### src/rtl/conv_pkg.sv
// Shared types and helpers for the KxK convolution engine and its window buffer.
package conv_pkg;

    typedef enum logic [2:0] {
        S_IDLE,
        S_COEF,
        S_FILL,
        S_SLIDE,
        S_MAC,
        S_OUT,
        S_DONE
    } state_t;

    localparam logic BORDER_ZERO  = 1'b0;
    localparam logic BORDER_CLAMP = 1'b1;

    // Index width that stays at least one bit for degenerate 1-pixel dimensions.
    function automatic int idx_w(input int n);
        return (n > 1) ? $clog2(n) : 1;
    endfunction

    function automatic int acc_w(input int data_w, input int coef_w, input int taps);
        return data_w + coef_w + $clog2(taps) + 1;
    endfunction

    function automatic logic [31:0] saturate(input logic signed [63:0] v, input int data_w);
        logic signed [63:0] vmax;
        vmax = (64'sd1 <<< data_w) - 64'sd1;
        if (v < 0) return '0;
        if (v > vmax) return vmax[31:0];
        return v[31:0];
    endfunction

endpackage

### src/rtl/conv_window_buf.sv
// KxK pixel window stored row-major; supports a whole-window column shift-left
// and single-entry indexed write/read.
module conv_window_buf #(
    parameter int  K      = 5,
    parameter int  DATA_W = 8,
    localparam int IW     = $clog2(K * K)
) (
    input  logic              clk,
    input  logic              rst,
    input  logic              shift_i,
    input  logic              wr_en_i,
    input  logic [IW-1:0]     wr_idx_i,
    input  logic [DATA_W-1:0] wr_data_i,
    input  logic [IW-1:0]     rd_idx_i,
    output logic [DATA_W-1:0] rd_data_o
);

    logic [DATA_W-1:0] win_q [K*K];

    assign rd_data_o = win_q[rd_idx_i];

    // Shift and write never coincide: the first slide capture lands a cycle after the shift.
    always_ff @(posedge clk) begin
        if (rst) begin
            for (int i = 0; i < K * K; i++) win_q[i] <= '0;
        end else if (shift_i) begin
            for (int r = 0; r < K; r++)
                for (int c = 0; c < K - 1; c++)
                    win_q[r*K + c] <= win_q[r*K + c + 1];
        end else if (wr_en_i) begin
            win_q[wr_idx_i] <= wr_data_i;
        end
    end

endmodule

### src/rtl/conv2d_filter_param.sv
// KxK 2-D convolution engine: fetches pixels from a synchronous SRAM into a sliding
// window and streams one saturated result per pixel in raster order.
//   IDLE wait start | COEF load taps | FILL full window reload | SLIDE one new column
//   MAC  K*K multiply-accumulates | OUT hold result until accepted | DONE end-of-frame pulse
module conv2d_filter_param
    import conv_pkg::*;
#(
    parameter int K      = 5,
    parameter int IMG_W  = 256,
    parameter int IMG_H  = 256,
    parameter int DATA_W = 8,
    parameter int COEF_W = 8,
    parameter int SHIFT  = 0,
    parameter int ADDR_W = 16
) (
    input  logic                     clk,
    input  logic                     rst,
    input  logic                     start,
    input  logic                     mode_clamp,
    input  logic                     fc_valid,
    input  logic signed [COEF_W-1:0] fc,
    input  logic [DATA_W-1:0]        working_pixel,
    output logic [ADDR_W-1:0]        addr,
    output logic                     en,
    output logic                     wen,
    output logic [DATA_W-1:0]        d,
    output logic [DATA_W-1:0]        out_pixel,
    output logic                     out_valid,
    input  logic                     out_ready,
    output logic [idx_w(IMG_W)-1:0]  out_x,
    output logic [idx_w(IMG_H)-1:0]  out_y,
    output logic                     busy,
    output logic                     done
);

    localparam int R     = (K - 1) / 2;
    localparam int TAPS  = K * K;
    localparam int ACC_W = acc_w(DATA_W, COEF_W, TAPS);
    localparam int XW    = idx_w(IMG_W);
    localparam int YW    = idx_w(IMG_H);
    localparam int CW    = $clog2(TAPS + 1);
    localparam int RW    = $clog2(K);
    localparam int IW    = $clog2(TAPS);

    state_t                  state_q, state_d;
    logic [CW-1:0]           cnt_q, cnt_d;
    logic [XW-1:0]           x_q, x_d, out_x_q, out_x_d;
    logic [YW-1:0]           y_q, y_d, out_y_q, out_y_d;
    logic [RW-1:0]           iss_r_q, iss_r_d, iss_c_q, iss_c_d;
    logic                    clamp_q, clamp_d, oob_q, oob_d;
    logic                    cap_valid_q, cap_valid_d, cap_zero_q, cap_zero_d;
    logic [IW-1:0]           cap_idx_q, cap_idx_d;
    logic signed [ACC_W-1:0] acc_q, acc_d, acc_sh, prod;
    logic                    en_q, en_d, out_valid_q, out_valid_d;
    logic                    busy_q, busy_d, done_q, done_d;
    logic [ADDR_W-1:0]       addr_q, addr_d;
    logic [DATA_W-1:0]       out_pixel_q, out_pixel_d, win_rd;
    logic                    coef_clr, coef_we;
    logic signed [COEF_W-1:0] coef_q [TAPS];
    int                      px, py, cx, cy;

    conv_window_buf #(.K(K), .DATA_W(DATA_W)) u_win (
        .clk       (clk),
        .rst       (rst),
        .shift_i   (state_q == S_SLIDE && cnt_q == '0),
        .wr_en_i   (cap_valid_q),
        .wr_idx_i  (cap_idx_q),
        .wr_data_i (cap_zero_q ? '0 : working_pixel),
        .rd_idx_i  (IW'(cnt_q)),
        .rd_data_o (win_rd)
    );

    assign prod = signed'(ACC_W'(win_rd)) * ACC_W'(coef_q[IW'(cnt_q)]);

    always_comb begin
        state_d     = state_q;
        cnt_d       = cnt_q;
        x_d         = x_q;
        y_d         = y_q;
        iss_r_d     = iss_r_q;
        iss_c_d     = iss_c_q;
        clamp_d     = clamp_q;
        acc_d       = acc_q;
        acc_sh      = '0;
        en_d        = 1'b0;
        out_valid_d = out_valid_q;
        out_pixel_d = out_pixel_q;
        out_x_d     = out_x_q;
        out_y_d     = out_y_q;
        coef_clr    = 1'b0;
        coef_we     = 1'b0;

        case (state_q)
            S_IDLE: if (start) begin
                clamp_d  = mode_clamp ? BORDER_CLAMP : BORDER_ZERO;
                coef_clr = 1'b1;
                cnt_d    = '0;
                state_d  = S_COEF;
            end
            S_COEF: begin
                if (fc_valid) begin
                    coef_we = 1'b1;
                    cnt_d   = cnt_q + 1'b1;
                end
                if (!fc_valid || cnt_q == CW'(TAPS - 1)) begin
                    state_d = S_FILL;
                    cnt_d   = '0;
                    x_d     = '0;
                    y_d     = '0;
                    iss_r_d = '0;
                    iss_c_d = '0;
                    en_d    = 1'b1;
                end
            end
            S_FILL: begin
                cnt_d = cnt_q + 1'b1;
                if (cnt_q < CW'(TAPS - 1)) begin
                    en_d = 1'b1;
                    if (iss_c_q == RW'(K - 1)) begin
                        iss_c_d = '0;
                        iss_r_d = iss_r_q + 1'b1;
                    end else begin
                        iss_c_d = iss_c_q + 1'b1;
                    end
                end else if (cnt_q == CW'(TAPS)) begin
                    state_d = S_MAC;
                    cnt_d   = '0;
                    acc_d   = '0;
                end
            end
            S_SLIDE: begin
                cnt_d = cnt_q + 1'b1;
                if (cnt_q < CW'(K - 1)) begin
                    en_d    = 1'b1;
                    iss_r_d = iss_r_q + 1'b1;
                end else if (cnt_q == CW'(K)) begin
                    state_d = S_MAC;
                    cnt_d   = '0;
                    acc_d   = '0;
                end
            end
            S_MAC: begin
                acc_d = acc_q + prod;
                cnt_d = cnt_q + 1'b1;
                if (cnt_q == CW'(TAPS - 1)) begin
                    acc_sh      = acc_d >>> SHIFT;
                    out_pixel_d = DATA_W'(saturate(64'(acc_sh), DATA_W));
                    out_valid_d = 1'b1;
                    out_x_d     = x_q;
                    out_y_d     = y_q;
                    state_d     = S_OUT;
                end
            end
            S_OUT: if (out_ready) begin
                out_valid_d = 1'b0;
                cnt_d       = '0;
                iss_r_d     = '0;
                en_d        = 1'b1;
                if (x_q == XW'(IMG_W - 1)) begin
                    x_d     = '0;
                    iss_c_d = '0;
                    if (y_q == YW'(IMG_H - 1)) begin
                        state_d = S_DONE;
                        en_d    = 1'b0;
                    end else begin
                        y_d     = y_q + 1'b1;
                        state_d = S_FILL;
                    end
                end else begin
                    x_d     = x_q + 1'b1;
                    iss_c_d = RW'(K - 1);
                    state_d = S_SLIDE;
                end
            end
            S_DONE:  state_d = S_IDLE;
            default: state_d = S_IDLE;
        endcase

        // Out-of-range taps still read the clamped address so fetch timing never varies.
        px          = int'(x_d) + int'(iss_c_d) - R;
        py          = int'(y_d) + int'(iss_r_d) - R;
        cx          = (px < 0) ? 0 : ((px > IMG_W - 1) ? IMG_W - 1 : px);
        cy          = (py < 0) ? 0 : ((py > IMG_H - 1) ? IMG_H - 1 : py);
        oob_d       = en_d && (px != cx || py != cy);
        addr_d      = en_d ? ADDR_W'(cy * IMG_W + cx) : '0;
        cap_valid_d = en_q;
        cap_idx_d   = IW'(int'(iss_r_q) * K + int'(iss_c_q));
        cap_zero_d  = oob_q && (clamp_q != BORDER_CLAMP);
        busy_d      = (state_d != S_IDLE);
        done_d      = (state_d == S_DONE);
    end

    always_ff @(posedge clk) begin
        if (rst) begin
            state_q     <= S_IDLE;
            cnt_q       <= '0;
            x_q         <= '0;
            y_q         <= '0;
            iss_r_q     <= '0;
            iss_c_q     <= '0;
            clamp_q     <= 1'b0;
            oob_q       <= 1'b0;
            cap_valid_q <= 1'b0;
            cap_zero_q  <= 1'b0;
            cap_idx_q   <= '0;
            acc_q       <= '0;
            en_q        <= 1'b0;
            addr_q      <= '0;
            out_valid_q <= 1'b0;
            out_pixel_q <= '0;
            out_x_q     <= '0;
            out_y_q     <= '0;
            busy_q      <= 1'b0;
            done_q      <= 1'b0;
            for (int i = 0; i < TAPS; i++) coef_q[i] <= '0;
        end else begin
            state_q     <= state_d;
            cnt_q       <= cnt_d;
            x_q         <= x_d;
            y_q         <= y_d;
            iss_r_q     <= iss_r_d;
            iss_c_q     <= iss_c_d;
            clamp_q     <= clamp_d;
            oob_q       <= oob_d;
            cap_valid_q <= cap_valid_d;
            cap_zero_q  <= cap_zero_d;
            cap_idx_q   <= cap_idx_d;
            acc_q       <= acc_d;
            en_q        <= en_d;
            addr_q      <= addr_d;
            out_valid_q <= out_valid_d;
            out_pixel_q <= out_pixel_d;
            out_x_q     <= out_x_d;
            out_y_q     <= out_y_d;
            busy_q      <= busy_d;
            done_q      <= done_d;
            if (coef_clr) begin
                for (int i = 0; i < TAPS; i++) coef_q[i] <= '0;
            end else if (coef_we) begin
                coef_q[IW'(cnt_q)] <= fc;
            end
        end
    end

    assign addr      = addr_q;
    assign en        = en_q;
    assign wen       = 1'b1;
    assign d         = '0;
    assign out_pixel = out_pixel_q;
    assign out_valid = out_valid_q;
    assign out_x     = out_x_q;
    assign out_y     = out_y_q;
    assign busy      = busy_q;
    assign done      = done_q;

endmodule
### config.mk
export PLATFORM = sky130hd
export DESIGN_NAME = conv2d_filter_param
export DESIGN_NICKNAME = d
export VERILOG_FILES = /design/src/rtl/conv_pkg.sv /design/src/rtl/conv_window_buf.sv /design/src/rtl/conv2d_filter_param.sv
export SDC_FILE = /design/constraint.sdc
export NUM_CORES = 1
export LEC_CHECK = 0
export ABC_AREA = 1
export CORE_AREA = 2 2 285 287
export CTS_BUF_LIST = sky130_fd_sc_hd__clkbuf_16
export DETAILED_ROUTE_END_ITERATION = 10
export DIE_AREA = 0 0 287 289
export HOLD_SLACK_MARGIN = 0.08
export MAX_ROUTING_LAYER = met4
export PLACE_DENSITY_LB_ADDON = 0.1
export SETUP_SLACK_MARGIN = 0.05
export SLEW_MARGIN = 20
export SYNTH_ARGS = -nofsm -noshare
export SYNTH_HDL_FRONTEND = slang
export SYNTH_SLANG_ARGS = --single-unit
### constraint.sdc
create_clock -name clk -period 7.2 [get_ports clk]
set_input_delay 0.72 -clock clk [delete_from_list [all_inputs] [get_ports clk]]
set_output_delay 0.72 -clock clk [all_outputs]
set_load 0.05 [all_outputs]
==> results.md <==
- Final max-slew violation count: 0
- Top sig layer: met4
- Hold Slack: about 0.46 ns
- FF-to-FF path depth: 30
- Fillers: 7,678
- RSZ-0062 raised after global routing: false
- Critical path launch point type: flop
- I/O Buffers: 65
- Tcrit/Tclk final: 0.932
- Ys Warns: 0
- Worst-path clk slew: roughly 0.06 ns
- FF-to-FF setup slack: about 0.49 ns
- Final nets: between 3,000 and 4,000
- Critical path data arrival time: 7.23 ns
- Global route overflow: 0
- Multi-input gate area: 13,100 um^2
- Worst reg2reg endpoint: out_pixel[3]$_SDFFE_PP0P_
- Clock root buffer: clkbuf_16
- Ratio of cells with drive above 1 in the final layout: 0.0860
- Clk buf depth: 3
- NetSw: 4.37 mW
- Pint: approximately 7.7 mW
- Syn_area_per_cell: 9.28 um^2
- Cell repeated most along the worst path: nand2_1
- Initial antenna violation count: 2
- Die height: 289 um
- Outcome: finished clean
- Sequential power share: 0.349
- Post-synthesis cell area: 32,600 um^2
- Synth Flop Type: edfxtp_1
- Sequential element share of the synthesized area: 0.537
- Starting density of the core: 0.408
- Met3 WL post-DR: 5890 um
- Rel. slew slack: 0.240
- Max-Cap Viols: 0
- Met2 wire len: around 48,000 um
- FMAX: around 150 MHz
- Setup crit end kind: flop
- Final setup fails: 0
- Final hold violation count: 0
- EDFF count, synth: 504
- Met1 WL: 41,900 um
- Worst path max stage delay: 0.58 ns
- Router iterations before antenna repair: 6
- Largest net degree at the start of global routing: slightly above 90
- Leak: roughly 15 nW
- Power Density: 324 nW/um^2
- Seq cells post-synth: 622
- GRT Util Overall: 0.240
- First-pass GRT wire length: 150,000 um
- HP Start: acc_q[5]$_SDFFE_PP0P_
- Total CTS buffers: 74
- Crit path time final: roughly 6.7 ns
- DR WL/cell: roughly 21 um
- TNS Setup: 0 ns
- TritonCTS clock tree: built
- # DRC: 0
- Total Wirelength: 98,800 um
- Worst Tran Pin Value: 1.13 ns
- DR iter-0 viols: 2,299
- CTS hold repair buffers: 0
- HPWL after DPL: 65,600 um
- Area Growth Syn to Fin: 14.7%
- Setup Skew: 0.0478 ns
- Via count: 26,000
- FF+latch area: approximately 18,000 um^2
- Die area: around 83,000 um^2
- Yosys cell types: 53
- Clock power share: 0.310
- IO Count: between 70 and 80
- Worst vdd ir: 0.000240 V
- Clock Latency Late Sink: 0.64 ns
- Sw Share: 0.361
- CP Max Fanout: 12
- CP max-delay cell: fa_1
- Post-synth ARST share: 0
- Post-DRT Antenna Nets: 0
- WHS Path Cells: 2
- Hold Path Sink: acc_q[5]$_SDFFE_PP0P_
- Core box area: 79,900 um^2
- DR vias/cell: 5.56
- Setup CP Type: flop to flop
- # rows: ~100
- Gate power share: 0.342
- Syn Inst Count: 3,511
- H-tree Lvls: 3
- Clock sink count: between 600 and 700
- DIE WIDTH: 287 um
- Routability congestion estimate: 0.923
- Vias in the first global route: around 26,000
- Required time of the critical path: 7.71 ns
- Min-Delay Path Class: flop to flop
## sequential cells by signal (all words and copies together), names as in the netlist, 3 cells and up, named ones only
| signal | count |
|---|---|
| out_pixel | 8 |
| u_win.win_q | 256 |
| x_q | 8 |
| iss_r_q | 3 |
| cap_idx_q | 5 |
| state_q | 3 |
| acc_q | 22 |
| y_q | 8 |
| out_y | 8 |
| out_x | 8 |
| coef_q | 256 |
| iss_c_q | 3 |
| addr | 16 |
| cnt_q | 5 |
## critical path, delay by kind of cell (launching register included)
kind | cells | cell delay (ns)
AND/OR/NAND/NOR | 17 | 2.13
buffers and inverters | 4 | 0.64
flip-flops | 1 | 0.47
AO/OA/AOI/OAI | 3 | 0.42
adder cells (fa/ha/maj) | 6 | 2.91
## layout make-up
cell class	instances	share of cell area
clock buffers	74	0.0496
inverters	322	0.0332
repair inverters	1	0.000302
diodes	1	0.0000670
well taps	1060	0.0355
flip-flops and latches	622	0.469
clock inverters	59	0.0145
repair buffers	166	0.0467
multi-input cells	2372	0.351
## power by group through the flow
| stage | clock network [mW] | logic [mW] | registers (mW) |
|---|---|---|---|
| global placement | 0 | 3.93 | 4.28 |
| global route | 3.93 | 4.69 | 4.23 |
| CTS | 3.80 | 3.95 | 4.21 |
| finish | 3.74 | 4.13 | 4.21 |
| floorplan | 0 | 2.69 | 4.25 |
| detailed placement | 0 | 3.92 | 4.28 |
## cell usage in the layout, fill, tap and decap left out, drive strengths merged
cell / Yosys / routed
bufinv: 0 / 8
a31o: 2 / 2
edfxtp: 504 / 504
clkdlybuf4s50: 0 / 64
conb: 2 / 10
and2: 1 / 1
nand2: 473 / 473
xor2: 16 / 16
xnor2: 8 / 8
o22ai: 66 / 66
buf: 70 / 97
a32oi: 1 / 1
clkinv: 9 / 39
or2: 5 / 5
nor3: 19 / 19
o21ai: 445 / 445
a21oi: 129 / 129
nand4: 14 / 14
nand3: 250 / 250
o31ai: 11 / 11
nor4: 7 / 7
o221ai: 59 / 59
nand3b: 6 / 6
clkbuf: 133 / 79
o211ai: 32 / 32
o21bai: 2 / 2
a211oi: 2 / 2
o2111ai: 1 / 1
ha: 111 / 111
inv: 313 / 334
a21o: 3 / 3
nor2: 638 / 638
diode: 0 / 1
dfxtp: 118 / 118
a22oi: 2 / 2
a31oi: 4 / 4
clkinvlp: 0 / 1
fa: 55 / 55
## per-layer routing
metal,track usage,vias up
met4,0.0801,0
met1,0.305,12700
li1,-,12200
met2,0.399,935
met5,-,-
met3,0.0272,194
## synthesized netlist by cell type, types with 4 or more instances
cell type / n / area, um^2
nor2_1: 622 / 2330
edfxtp_1: 504 / 15100
nand2_1: 460 / 1730
o21ai_0: 396 / 1980
inv_1: 297 / 1110
nand3_1: 246 / 1230
clkbuf_1: 133 / 499
a21oi_1: 128 / 641
dfxtp_1: 118 / 2360
ha_1: 111 / 1390
o22ai_1: 66 / 413
o221ai_1: 59 / 517
fa_1: 55 / 1100
buf_2: 45 / 225
o21ai_1: 44 / 220
o211ai_1: 31 / 233
buf_4: 19 / 143
nor3_1: 18 / 90.1
inv_2: 16 / 60.1
xor2_1: 16 / 140
o31ai_1: 11 / 82.6
nand4_1: 10 / 62.6
clkinv_1: 9 / 33.8
nand2_2: 9 / 56.3
nor2_4: 8 / 90.1
xnor2_1: 8 / 70.1
nor2_2: 7 / 43.8
buf_1: 6 / 22.5
nand3b_1: 6 / 45.0
o21ai_2: 5 / 43.8
a31oi_1: 4 / 25.0
nand2_4: 4 / 45.0
nand4_2: 4 / 50.1
nor4_2: 4 / 50.1
or2_2: 4 / 25.0
## cells by family after synthesis
family | synth area share
other | 0.000231
flip-flops | 0.537
buffers and inverters | 0.0644
XOR/XNOR | 0.00645
AND/OR/NAND/NOR | 0.183
adder cells (fa/ha/maj) | 0.0765
AO/OA/AOI/OAI | 0.132
## stage by stage
| step | power, mW | setup WS (ns) | utilization | instances | instance area, um^2 |
|---|---|---|---|---|---|
| 6_report | 12.1 | 0.486 | 0.467 | 4677 | 37300 |
| 5_1_grt | 12.9 | 0.0219 | 0.467 | 4677 | 37300 |
| 3_3_place_gp | 8.21 | 0.244 | 0.432 | 4522 | 34500 |
| 4_1_cts | 12.0 | 0.195 | 0.462 | 4655 | 36900 |
| 3_5_place_dp | 8.20 | 0.219 | 0.432 | 4522 | 34500 |
| 2_1_floorplan | 6.94 | 1.09 | - | 3519 | 32600 |
## how the worst max path moves through the flow
stage	end	slack, ns	depth (start not counted)
floorplan	out_pixel[6]$_SDFFE_PP0P_	1.09	35
global placement	out_pixel[5]$_SDFFE_PP0P_	0.24	32
detailed placement	out_pixel[3]$_SDFFE_PP0P_	0.22	33
CTS	out_pixel[3]$_SDFFE_PP0P_	0.20	33
global route	out_pixel[4]$_SDFFE_PP0P_	0.02	32
finish	out_pixel[3]$_SDFFE_PP0P_	0.49	30
## repair_timing
item	CTS	global route
endpoints found under the setup margin	0	9
gates resized for setup	0	45
setup buffers	0	14
(Power assumes the default switching activity.)
